**src/rtl/pipe_pkg.sv**
```systemverilog
// Shared definitions for pipeline stage registers: the occupancy state
// encoding and the default instruction value used for bubbles.
package pipe_pkg;

  typedef enum logic [1:0] {
    EMPTY = 2'd0,
    BUSY  = 2'd1,
    FULL  = 2'd2
  } pipe_state_e;

  localparam logic [31:0] PIPE_NOP_VAL = 32'h0000_0000;

endpackage

```
**src/rtl/pipe_data_slot.sv**
```systemverilog
// One instruction+PC holding register. Reset or clear loads the bubble
// value; clear has priority over load so a flush always wins.
module pipe_data_slot #(
  parameter int               INSTR_W = 32,
  parameter int               PC_W    = 32,
  parameter logic [INSTR_W-1:0] NOP_VAL = '0
) (
  input  logic               i_clk,
  input  logic               i_rst,
  input  logic               i_clr,
  input  logic               i_load,
  input  logic [INSTR_W-1:0] i_instr,
  input  logic [PC_W-1:0]    i_pc,
  output logic [INSTR_W-1:0] o_instr,
  output logic [PC_W-1:0]    o_pc
);

  logic [INSTR_W-1:0] r_instr;
  logic [PC_W-1:0]    r_pc;

  always_ff @(posedge i_clk) begin
    if (i_rst || i_clr) begin
      r_instr <= NOP_VAL;
      r_pc    <= '0;
    end else if (i_load) begin
      r_instr <= i_instr;
      r_pc    <= i_pc;
    end
  end

  assign o_instr = r_instr;
  assign o_pc    = r_pc;

endmodule

```
**src/rtl/pipe_stage_skid_reg.sv**
```systemverilog
// Pipeline stage register with valid/ready handshake, one-entry skid buffer,
// synchronous flush and a saturating stall-cycle counter.
//
// Handshake: a transfer happens on a rising edge where valid and ready are
// both high; in_ready is a pure register output and never depends on
// out_ready in the same cycle, and out_* never depends on in_* combinationally.
module pipe_stage_skid_reg
  import pipe_pkg::*;
#(
  parameter int                 INSTR_W = 32,
  parameter int                 PC_W    = 32,
  parameter logic [INSTR_W-1:0] NOP_VAL = INSTR_W'(PIPE_NOP_VAL),
  parameter int                 CNT_W   = 16
) (
  input  logic               clk,
  input  logic               rst,
  input  logic               flush,
  input  logic               in_valid,
  output logic               in_ready,
  input  logic [INSTR_W-1:0] in_instr,
  input  logic [PC_W-1:0]    in_pc,
  output logic               out_valid,
  input  logic               out_ready,
  output logic [INSTR_W-1:0] out_instr,
  output logic [PC_W-1:0]    out_pc,
  output logic [CNT_W-1:0]   stall_cnt,
  output pipe_state_e        dbg_state
);

  pipe_state_e        r_state;
  pipe_state_e        w_state_nxt;
  logic               r_in_ready;
  logic [CNT_W-1:0]   r_stall_cnt;

  logic               w_in_xfer;
  logic               w_out_xfer;
  logic               w_main_load;
  logic               w_skid_load;
  logic               w_main_from_skid;
  logic [INSTR_W-1:0] w_main_d_instr;
  logic [PC_W-1:0]    w_main_d_pc;
  logic [INSTR_W-1:0] w_skid_instr;
  logic [PC_W-1:0]    w_skid_pc;

  assign out_valid  = (r_state != EMPTY);
  assign in_ready   = r_in_ready;
  assign w_in_xfer  = in_valid & r_in_ready;
  assign w_out_xfer = out_valid & out_ready;
  assign dbg_state  = r_state;
  assign stall_cnt  = r_stall_cnt;

  always_comb begin
    w_state_nxt      = r_state;
    w_main_load      = 1'b0;
    w_skid_load      = 1'b0;
    w_main_from_skid = 1'b0;
    case (r_state)
      EMPTY: begin
        if (w_in_xfer) begin
          w_state_nxt = BUSY;
          w_main_load = 1'b1;
        end
      end
      BUSY: begin
        if (w_in_xfer && w_out_xfer) begin
          w_main_load = 1'b1;
        end else if (w_in_xfer) begin
          w_state_nxt = FULL;
          w_skid_load = 1'b1;
        end else if (w_out_xfer) begin
          w_state_nxt = EMPTY;
        end
      end
      FULL: begin
        if (w_out_xfer) begin
          w_state_nxt      = BUSY;
          w_main_load      = 1'b1;
          w_main_from_skid = 1'b1;
        end
      end
      default: w_state_nxt = EMPTY;
    endcase
    // Flush drops everything, including an input accepted this cycle.
    if (flush) begin
      w_state_nxt = EMPTY;
      w_main_load = 1'b0;
      w_skid_load = 1'b0;
    end
  end

  always_ff @(posedge clk) begin
    if (rst) begin
      r_state    <= EMPTY;
      r_in_ready <= 1'b1;
    end else begin
      r_state    <= w_state_nxt;
      r_in_ready <= (w_state_nxt != FULL);
    end
  end

  // Counter survives flush so stalls around branches remain visible.
  always_ff @(posedge clk) begin
    if (rst) begin
      r_stall_cnt <= '0;
    end else if (out_valid && !out_ready && (r_stall_cnt != {CNT_W{1'b1}})) begin
      r_stall_cnt <= r_stall_cnt + CNT_W'(1);
    end
  end

  assign w_main_d_instr = w_main_from_skid ? w_skid_instr : in_instr;
  assign w_main_d_pc    = w_main_from_skid ? w_skid_pc    : in_pc;

  pipe_data_slot #(
    .INSTR_W (INSTR_W),
    .PC_W    (PC_W),
    .NOP_VAL (NOP_VAL)
  ) u_main (
    .i_clk   (clk),
    .i_rst   (rst),
    .i_clr   (flush),
    .i_load  (w_main_load),
    .i_instr (w_main_d_instr),
    .i_pc    (w_main_d_pc),
    .o_instr (out_instr),
    .o_pc    (out_pc)
  );

  pipe_data_slot #(
    .INSTR_W (INSTR_W),
    .PC_W    (PC_W),
    .NOP_VAL (NOP_VAL)
  ) u_skid (
    .i_clk   (clk),
    .i_rst   (rst),
    .i_clr   (flush),
    .i_load  (w_skid_load),
    .i_instr (in_instr),
    .i_pc    (in_pc),
    .o_instr (w_skid_instr),
    .o_pc    (w_skid_pc)
  );

endmodule
```
**config.mk**
```make
export PLATFORM = sky130hd
export DESIGN_NAME = pipe_stage_skid_reg
export DESIGN_NICKNAME = d
export VERILOG_FILES = /design/src/rtl/pipe_pkg.sv /design/src/rtl/pipe_data_slot.sv /design/src/rtl/pipe_stage_skid_reg.sv
export SDC_FILE = /design/constraint.sdc
export NUM_CORES = 1
export LEC_CHECK = 0
export CORE_MARGIN = 2
export CORE_UTILIZATION = 47
export CTS_BUF_LIST = sky130_fd_sc_hd__clkbuf_8
export DETAILED_ROUTE_END_ITERATION = 8
export GPL_TIMING_DRIVEN = 0
export HOLD_SLACK_MARGIN = 0.05
export PLACE_DENSITY = 0.79
export RECOVER_POWER = 25
export SYNTH_ARGS = -nofsm -noshare
export SYNTH_HDL_FRONTEND = slang
export SYNTH_HIERARCHICAL = 1
export SYNTH_SLANG_ARGS = --single-unit
```
**constraint.sdc**
```tcl
create_clock -name clk -period 1.8 [get_ports clk]
set_input_delay 0.27 -clock clk [delete_from_list [all_inputs] [get_ports clk]]
set_output_delay 0.27 -clock clk [all_outputs]
set_load 0.005 [all_outputs]
```
==> metrics.md <==
| Metric | Value |
|---|---|
| Status | `finished clean` |
| Req. time, crit path | `between 2000 and 2500 ps` |
| Main combinational cell family by area after synthesis | `multiplexers` |
| Chip height | `approximately 120 um` |
| Utilization after layout | `0.667` |
| Synth unique cells | `43` |
| Root Driver | `clkbuf_8` |
| 1st-pass router iterations | `4` |
| Antenna cells | `0` |
| Post-route minimum period | `between 1500 and 2000 ps` |
| Tot GR Track Use | `0.217` |
| Dpl ws | `-778 ps` |
| PwrDens | `744 nW/um^2` |
| Detail Route Antenna Nets | `0` |
| Final max-slew violation count | `0` |
| Syn_area_per_cell | `10.7 sq um` |
| Total CTS buffers | `17` |
| Worst setup endpoint | `u_main/o_instr[8]` |
| Slew @ Worst Pin | `463 ps` |
| Largest cells by area after synthesis | `dfxtp_1, mux2i_1, mux2_2` |
| Sequential cell area fraction in the yosys report | `0.453` |
| Vias in the first global route | `5117` |
| Top cell type by total area after synthesis | `dfxtp_1` |
| Clk sinks | `~150` |
| Post-Synthesis Cells | `roughly 600` |
| Flop2flop setup slack | `approximately 25 ps` |
| VDD IR max | `between 0.4 and 0.5 mV` |
| Largest net degree at the start of global routing | `17` |
| Achievable Freq | `563 MHz` |
| Max-slew headroom | `0.690` |
| Drc violations | `0` |
| Clock transition at path regs | `about 80 ps` |
| Crit-path max FO | `9` |
| Fill count | `around 1000` |
| Max_cap viols | `0` |
| CP peak stage delay | `between 300 and 400 ps` |
| Placed inst area | `8230 sq um` |
| Top Ports | `153` |
| Finished Cell Area | `8900 sq um` |
| GPL Wtd Cong | `around 0.83` |
| TritonCTS clock tree | `done` |
| Skew final | `~11 ps` |
| Final net count | `~860` |
| Layout cells sized above 1 | `0.206` |
| Top delay family on crit path | `buffers and inverters` |
| Synth Area in Simple Gates | `0.131` |
| Hold path cells | `3` |
| Multiplexer share of the synthesized area | `0.308` |
| Fin cells | `slightly below 1000` |
| Die Area | `around 15000 sq um` |
| Compound-Gate Fraction of Synth Area | `0.0349` |
| Crit Path Class | `reg -> reg` |
| CP startpoint | `dbg_state[1]` |
| Worst path most repeated cell | `buf_6` |
| Final worst slack | `about 25 ps` |
| Synth warn | `6` |
| Area growth syn-to-layout | `37.1%` |
| Leak Pwr | `about 3.1 nW` |
| CORE AREA | `between 10000 and 15000 sq um` |
| Fin Setup TNS | `0 ps` |
| Total Wirelength | `15.8 mm` |
| Final Hold Viols | `0` |
| Die X | `~120 um` |
| Initial core utilization | `0.486` |
| Worst Setup Start Kind | `flop` |
| Post-synthesis register bit count | `roughly 150` |
| Placed cell count | `936` |
| CP Capture Type | `flop` |
| Crit path arrival time | `between 2000 and 2500 ps` |
| FP Rows | `between 40 and 50` |
| Synth top area share | `0.453` |
| First-pass GRT wire length | `25.3 mm` |
| Period utilization | `0.986` |
| XOR/XNOR share of the synthesized area | `0` |
| Crit. path cell count | `8` |
| Initial antenna violation count | `0` |
| Max Root-Sink Buffers | `2` |
| Grt ovf | `0` |
| RSZ-0062 raised after global routing | `true` |
| Synth Area in Adders | `0.00193` |
| Clock latency on the worst-skew pair | `450 ps` |
| HPWL after detailed placement | `10.7 mm` |
| Mapped Nets | `between 600 and 700` |
| Mapped Area | `approximately 6500 sq um` |
| Slowest CP cell | `dfxtp_2` |
| PortBufs | `about 150` |
| Wirelength per Cell | `around 16 um` |
| H-tree levels | `4` |
| Initial drt markers | `roughly 260` |
| Min-delay worst type | `in -> reg` |
| Worst R2R End | `u_main/o_instr[8]` |
| CP Buf/Inv Count | `4` |
| Hold Buf Count CTS | `0` |
| Critical path cell sequence | `buf_6, or2_4, a211oi_4, buf_6, buf_12, clkbuf_16, mux2i_1, nor2_1` |
| FF-to-FF Start | `dbg_state[1]` |
| Vias per cell | `between 5 and 6` |
| R2R depth | `8` |
| Vias | `5059` |
| Finish-stage setup viols | `0` |
## how the worst min path moves through the flow
| stage | slack [ps] | start | endpoint |
|---|---|---|---|
| floorplan | 390 | out_ready | in_ready |
| global placement | 470 | u_skid/o_instr[9] | u_skid/o_instr[9] |
| detailed placement | 480 | u_skid/o_instr[2] | u_skid/o_instr[2] |
| CTS | 430 | in_instr[10] | u_skid/o_instr[10] |
| global route | 450 | in_instr[23] | u_skid/o_instr[23] |
| finish | 460 | in_pc[30] | u_skid/o_pc[30] |
## layout by cell type (no fill, tap or decap), types with 6 or more instances in the layout
cell type / netlist / routed
a21oi_1: 14 / 13
dfxtp_2: 0 / 8
buf_4: 3 / 7
clkinv_2: 0 / 6
nand4_1: 6 / 6
nor2_1: 133 / 133
dfxtp_1: 147 / 137
nor3_1: 9 / 9
buf_12: 0 / 8
mux2_2: 64 / 64
o21ai_0: 8 / 8
nand2_1: 8 / 7
clkbuf_8: 0 / 18
buf_6: 17 / 18
mux2i_1: 128 / 128
buf_8: 12 / 7
clkdlybuf4s50_1: 0 / 151
## metal layers
metal	share of wire	global-route usage
met2	0.49	0.366
met3	0.056	0.0550
met5	0	0
met4	0.016	0.0733
met1	0.43	0.271
## where the power goes
| part | switching (mW) | internal [mW] |
|---|---|---|
| Combinational | 0.276 | 0.449 |
| Sequential | 0.0270 | 3.29 |
| Clock | 1.21 | 1.37 |
| Total | 1.51 | 5.11 |
## worst min-delay path, cell delays in order
cell	delay (ps)
clkdlybuf4s50_1	410
mux2i_1	130
nor2_1	50
## metrics by stage
step / hold slack, ps / total power, mW
floorplan: 389 / 3.74
global placement: 468 / 4.04
detailed placement: 480 / 4.06
CTS: 429 / 6.67
global route: 451 / 6.88
finish: 461 / 6.62
## cell type report
type	count	area (sq um)	share of cell area
tap	176	220	0.0247
sequential	147	2960	0.333
timing repair buffer	164	1710	0.192
buffer	39	469	0.0527
inverter	3	11.3	0.00127
multi-input combinational	417	3140	0.353
clock buffer	18	248	0.0278
clock inverter	13	144	0.0162
## Yosys cell counts, drive strengths merged
master       instances
a2111o               1
a211oi               1
a21oi               14
a31oi                1
a41oi                2
and3                 2
and4                 2
buf                 38
clkbuf               2
dfxtp              147
dlygate4sd3          1
ha                   1
inv                  3
mux2                64
mux2i              128
nand2                8
nand2b               1
nand3                5
nand3b               3
nand4                7
nor2               133
nor3                 9
nor4                 3
o2111ai              1
o21a                 1
o21ai                8
o21ba                1
o21bai               1
o311a                1
o31ai                4
or2                  5
or3                  6
or4                  4
## flip-flops by register name, indices dropped and copies added (netlist names)
signal	flops
dbg_state	2
u_main/o_instr	32
u_skid/o_pc	32
stall_cnt	16
in_ready	1
u_skid/o_instr	32
u_main/o_pc	32
## repair_timing
item | in CTS | in global routing
resized for setup | 16 | 20
buffers inserted | 6 | 3
setup endpoints to repair | 77 | 61
pin swaps | 2 | 2
cloned | 1 | 2
## cells by family (layout without fill, tap and decap cells)
group                      after synthesis  after routing
DFF                                    147            147
buffers and inverters                   44            237
muxes                                  192            192
adders and majority gates                1              1
AOI/OAI and AO/OA                       36             36
and+or+nand+nor                        188            188
No activity file was read; power rests on OpenSTA's default activity.
==> edit 1 (same flow settings) <==
`INSTR_W` is set to 32 in 2 places; all go to 48.
--- a/src/rtl/pipe_data_slot.sv
+++ b/src/rtl/pipe_data_slot.sv
@@ -2,5 +2,5 @@
 // value; clear has priority over load so a flush always wins.
 module pipe_data_slot #(
-  parameter int               INSTR_W = 32,
+  parameter int               INSTR_W = 48,
   parameter int               PC_W    = 32,
   parameter logic [INSTR_W-1:0] NOP_VAL = '0
--- a/src/rtl/pipe_stage_skid_reg.sv
+++ b/src/rtl/pipe_stage_skid_reg.sv
@@ -8,5 +8,5 @@
   import pipe_pkg::*;
 #(
-  parameter int                 INSTR_W = 32,
+  parameter int                 INSTR_W = 48,
   parameter int                 PC_W    = 32,
   parameter logic [INSTR_W-1:0] NOP_VAL = INSTR_W'(PIPE_NOP_VAL),
Ports: changed (resized in_instr and out_instr); port bits go from 153 to 185. The function was not compared with the original's and may differ.
==> edit 1 against the unedited design <==
- the flow now finishes with violations (negative setup slack)
- area after synthesis increased by 20%
- cell area increased by 20%
- wire length increased by 15%
- die area increased by 19%
- sequential cell count increased by 32
- setup slack got worse by 0.035 ns
- total power increased by 11%
- clock skew decreased by 0.0023 ns
- critical path type unchanged
- largest cell class unchanged
==> edit 1: results (changes against the unedited design) <==
metric	value	unit	change
status	finished, violations left		
violations	negative setup slack		
r2r-end	stall_cnt[9]		
holdWs	0.3597	ns	-0.1012 ns
port_buffers	184		+21%
swShare	24.92	%	+2.1 points
setup_ws	-0.01034	ns	-0.03539 ns
synth_nets	816		+20%
post-dp-hpwl	12.43	mm	+16%
post-place-ws	-0.7430	ns	+0.03523 ns
hold_path_end	in_ready		
worstMarginPinSlew	0.5722	ns	+0.1091 ns
viasPerCell	5.014		-3.2%
leakage	0.003937	uW	+26%
p_seq	4030	uW	+21%
grt.total_usage	20.63	%	-1.1 points
seq_area_frac_synth	46.16	%	+0.81 points
met3_length	1.140	mm	+29%
r2r-start	dbg_state[0]		
reg2reg_depth	5		-3
clock_skew	0.008686	ns	-0.002264 ns
met1_length	8.185	mm	+19%
vdd_drop_max	0.0004047	V	-6.1%
grtUsageMet2	33.97	%	-2.6 points
yosys-top-cells-area	dfxtp_1 46%, mux2i_1 21%, mux2_2 12%		
grt_pass1_vias	5872		+15%
use_met1	26.22	%	-0.90 points
drtIter0Drc	203		-23%
setup_viol	1		+1
worstHoldStart	out_ready		
fillerInstances	1314		+26%
## edit 1: worst register-to-register path, stage by stage, from the launching register on
cell and delay, ns:
dfxtp_4 0.41, o21bai_4 0.11, or4_4 0.52, buf_6 0.15
or4_4 0.42, a21oi_2 0.14
## edit 1: layout make-up
type,instances,share of cell area (%)
multi-input cells,494,35.64
flip-flops and latches,179,33.66
repair buffers,205,19.59
plain buffers,49,5.065
well taps,216,2.521
clock buffers,18,2.311
clock inverters,14,1.004
inverters,6,0.2101
## edit 1: worst max-delay path by stage
stage          slack, ns  depth (start not counted)                 to
2_1_floorplan      -0.04                          5      stall_cnt[14]
3_3_place_gp       -0.70                          7  u_main/o_instr[3]
3_5_place_dp       -0.74                          7  u_main/o_instr[3]
4_1_cts             0.01                          5      stall_cnt[13]
5_1_grt            -0.08                          8       stall_cnt[1]
6_report           -0.01                          5       stall_cnt[9]
## edit 1: logic make-up (layout without fill, tap and decap cells)
logic type | Yosys count | after routing | share of synthesized area, %
muxes | 242 | 242 | 32.52
and+or+nand+nor | 220 | 220 | 12.20
DFF | 179 | 179 | 46.16
buffers and inverters | 57 | 292 | 6.188
AOI/OAI and AO/OA | 31 | 31 | 2.772
adders and majority gates | 1 | 1 | 0.1611
## edit 1: what timing repair did
action	in CTS	in global routing
endpoints found under the hold margin	0	0
pin swaps	4	7
gates resized for setup	29	48
gates cloned	3	1
setup endpoints to repair	94	116
setup buffers	7	11
## edit 1: metrics by stage
| stage | area (sq um) | std cells | TNS [ns] |
|---|---|---|---|
| after floorplan | 7787 | 730 | -0.04452 |
| after global placement | 9899 | 1130 | -71.57 |
| after detailed placement | 9899 | 1130 | -76.61 |
| after CTS | 10520 | 1170 | 0 |
| after global routing | 10720 | 1181 | -1.184 |
| final | 10720 | 1181 | -0.01034 |
==> edit 2 (config.mk and constraints unchanged) <==
Without the edit above. Put one more register stage on the output `stall_cnt`, cleared by the reset. The value now appears one clock later. The other outputs are not delayed to match.
--- a/src/rtl/pipe_stage_skid_reg.sv
+++ b/src/rtl/pipe_stage_skid_reg.sv
@@ -48,5 +48,11 @@
   assign w_out_xfer = out_valid & out_ready;
   assign dbg_state  = r_state;
-  assign stall_cnt  = r_stall_cnt;
+  always_ff @(posedge clk) begin
+    if (rst) begin
+      stall_cnt <= '0;
+    end else begin
+      stall_cnt <= r_stall_cnt;
+    end
+  end
 
   always_comb begin
Check against the original RTL: not equivalent (a bounded check fails within 4 cycles, from zero or initial values and one cycle with rst high).
==> edit 2 against the unedited design <==
- final cell count is 3.4% higher
- first-iteration DRC count is 20% higher
- cell area is 5.1% higher
- die area is 6.4% higher
- highest routed layer unchanged
- clock power is 16% higher
- critical endpoint unchanged
- wire length is 4.8% higher
- sequential cell count is 16 higher
- total power is 12% higher
- area after synthesis is 6.6% higher
- setup slack hardly changed
==> edit 2: results (changes against the unedited design) <==
metric	value	unit	change
port_buffers	152		unchanged
reg2reg_depth	7		-1
firstDrtPassIters	5		+1
drtIter0Drc	315		+20%
antennaDiodeCount	0		unchanged
max_slew_margin	66.28	%	-2.7 points
drive_gt1_share	20.94	%	+0.35 points
worstSetupPathType	input pin to register		
clk_pin_slew	0.08	ns	about the same
synth_cells	634		+4.3%
clockBufferDepth	2		unchanged
vdd_drop_max	0.0004172	V	-3.2%
cp_max_fo	8		-1
post-dp-hpwl	11.64	mm	+8.3%
clk_latency	0.44	ns	
clock_skew	0.009586	ns	-0.001364 ns
synth_nets	704		+3.8%
hold_path_depth	3		unchanged
ys_top_cells_by_count	163 x dfxtp_1, 141 x nor2_1, 129 x mux2i_1		
grt_pass1_wl	26.90	mm	+6.5%
critPathSlowestCell	clkdlybuf4s50_1		
holdWs	0.4670	ns	+0.006041 ns
slowest_delay	0.61	ns	+0.28 ns
cts_made_buffers	17		unchanged
yosys_warnings	6		unchanged
cts_root_buffer	clkbuf_8		
grt_pass1_vias	5333		+4.2%
crit_path_start	out_ready		
r2r-end	u_main/o_instr[8]		
arrival	2.11	ns	
r2r_slack	0.03	ns	about the same
grt.total_usage	21.19	%	-0.51 points
final_cells	1010		+3.4%
antenna_found_initial	0		unchanged
cts-htree-levels	4		unchanged
yosys-top-cells-area	dfxtp_1 47%, mux2i_1 19%, mux2_2 12%		
seq_area_frac_synth	47.17	%	+1.8 points
grt_max_degree	17		unchanged
viasPerCell	5.214		+0.69%
leakage	0.003487	uW	+11%
r2r-start	in_ready		
final_nets	885		+3.0%
min_path_type	input pin to register		
place.gp.congestion	0.8048		-3.2%
postSynth.asyncResetShare	0	%	unchanged
status	finished clean		
drt-total-wl	16.59	mm	+4.8%
yosysUniqueCellTypes	41		-4.7%
dp_cells	970		+3.6%
[edit 2: cell families (layout without fill, tap and decap cells)]
family                   after synthesis  in the layout  share of synthesized area, %
buffers and inverters                 42            234                         6.294
adder cells (fa/ha/maj)                1              1                        0.1808
AND/OR/NAND/NOR                      208            208                         13.82
AO/OA/AOI/OAI                         17             17                         1.664
multiplexers                         203            203                         30.87
flip-flops                           163            163                         47.17
[edit 2: critical path: cells and delay by family]
| family | cells | cell delay [ns] |
|---|---|---|
| AND/OR/NAND/NOR | 1 | 0.06 |
| AO/OA/AOI/OAI | 2 | 0.47 |
| buffers and inverters | 3 | 1.09 |
| multiplexers | 1 | 0.20 |
[edit 2: per-stage QoR]
| stage | setup WS [ns] | area [sq um] | utilization (%) |
|---|---|---|---|
| floorplan | 0.04671 | 6918 | - |
| global placement | -0.6107 | 8670 | 59.88 |
| detailed placement | -0.6524 | 8670 | 59.88 |
| CTS | 0.005790 | 9331 | 64.45 |
| global route | -0.01648 | 9351 | 64.59 |
| finish | 0.02510 | 9351 | 64.59 |
[edit 2: timing repair]
action | 4_1_cts | 5_1_grt
cloned | 4 | 0
buffers inserted | 8 | 1
hold buffers | 0 | 0
endpoints found under the setup margin | 74 | 75
gates resized for setup | 20 | 13
pin swaps | 5 | 2
[edit 2: metal layers]
metal / routed length [um] / part of all wire [%] / vias up / global-route usage, %
met4: 148 / 0.89 / 0 / 6.340
met5: 0 / 0 / - / 0
met3: 803 / 4.8 / 14 / 5.520
met2: 8274 / 50 / 173 / 35.74
met1: 7361 / 44 / 2547 / 26.78
li1: - / - / 2532 / -
[edit 2: report_power, final]
part	leakage (uW)	switching, uW	internal (uW)	total [uW]
Clock	0.000226	1270	1740	3000
Sequential	0.00132	26.0	3640	3670
Combinational	0.00194	285	435	719
[edit 2: how the worst min path moves through the flow]
| stage | from | to |
|---|---|---|
| after global routing | in_pc[2] | u_skid/o_pc[2] |
| after global placement | r_stall_cnt[11] | r_stall_cnt[11] |
| final | in_instr[2] | u_skid/o_instr[2] |
| after CTS | in_instr[31] | u_skid/o_instr[31] |
| after floorplan | rst | stall_cnt[13] |
| after detailed placement | u_skid/o_pc[28] | u_skid/o_pc[28] |
[edit 2: final cells by class]
cell class	instances	area, sq um
fillers	1127	5127
repair buffers	164	1665
inverters	1	3.754
flip-flops and latches	163	3271
plain buffers	39	460.4
multi-input cells	429	3266
well taps	184	230.2
clock inverters	10	180.2
clock buffers	20	275.3
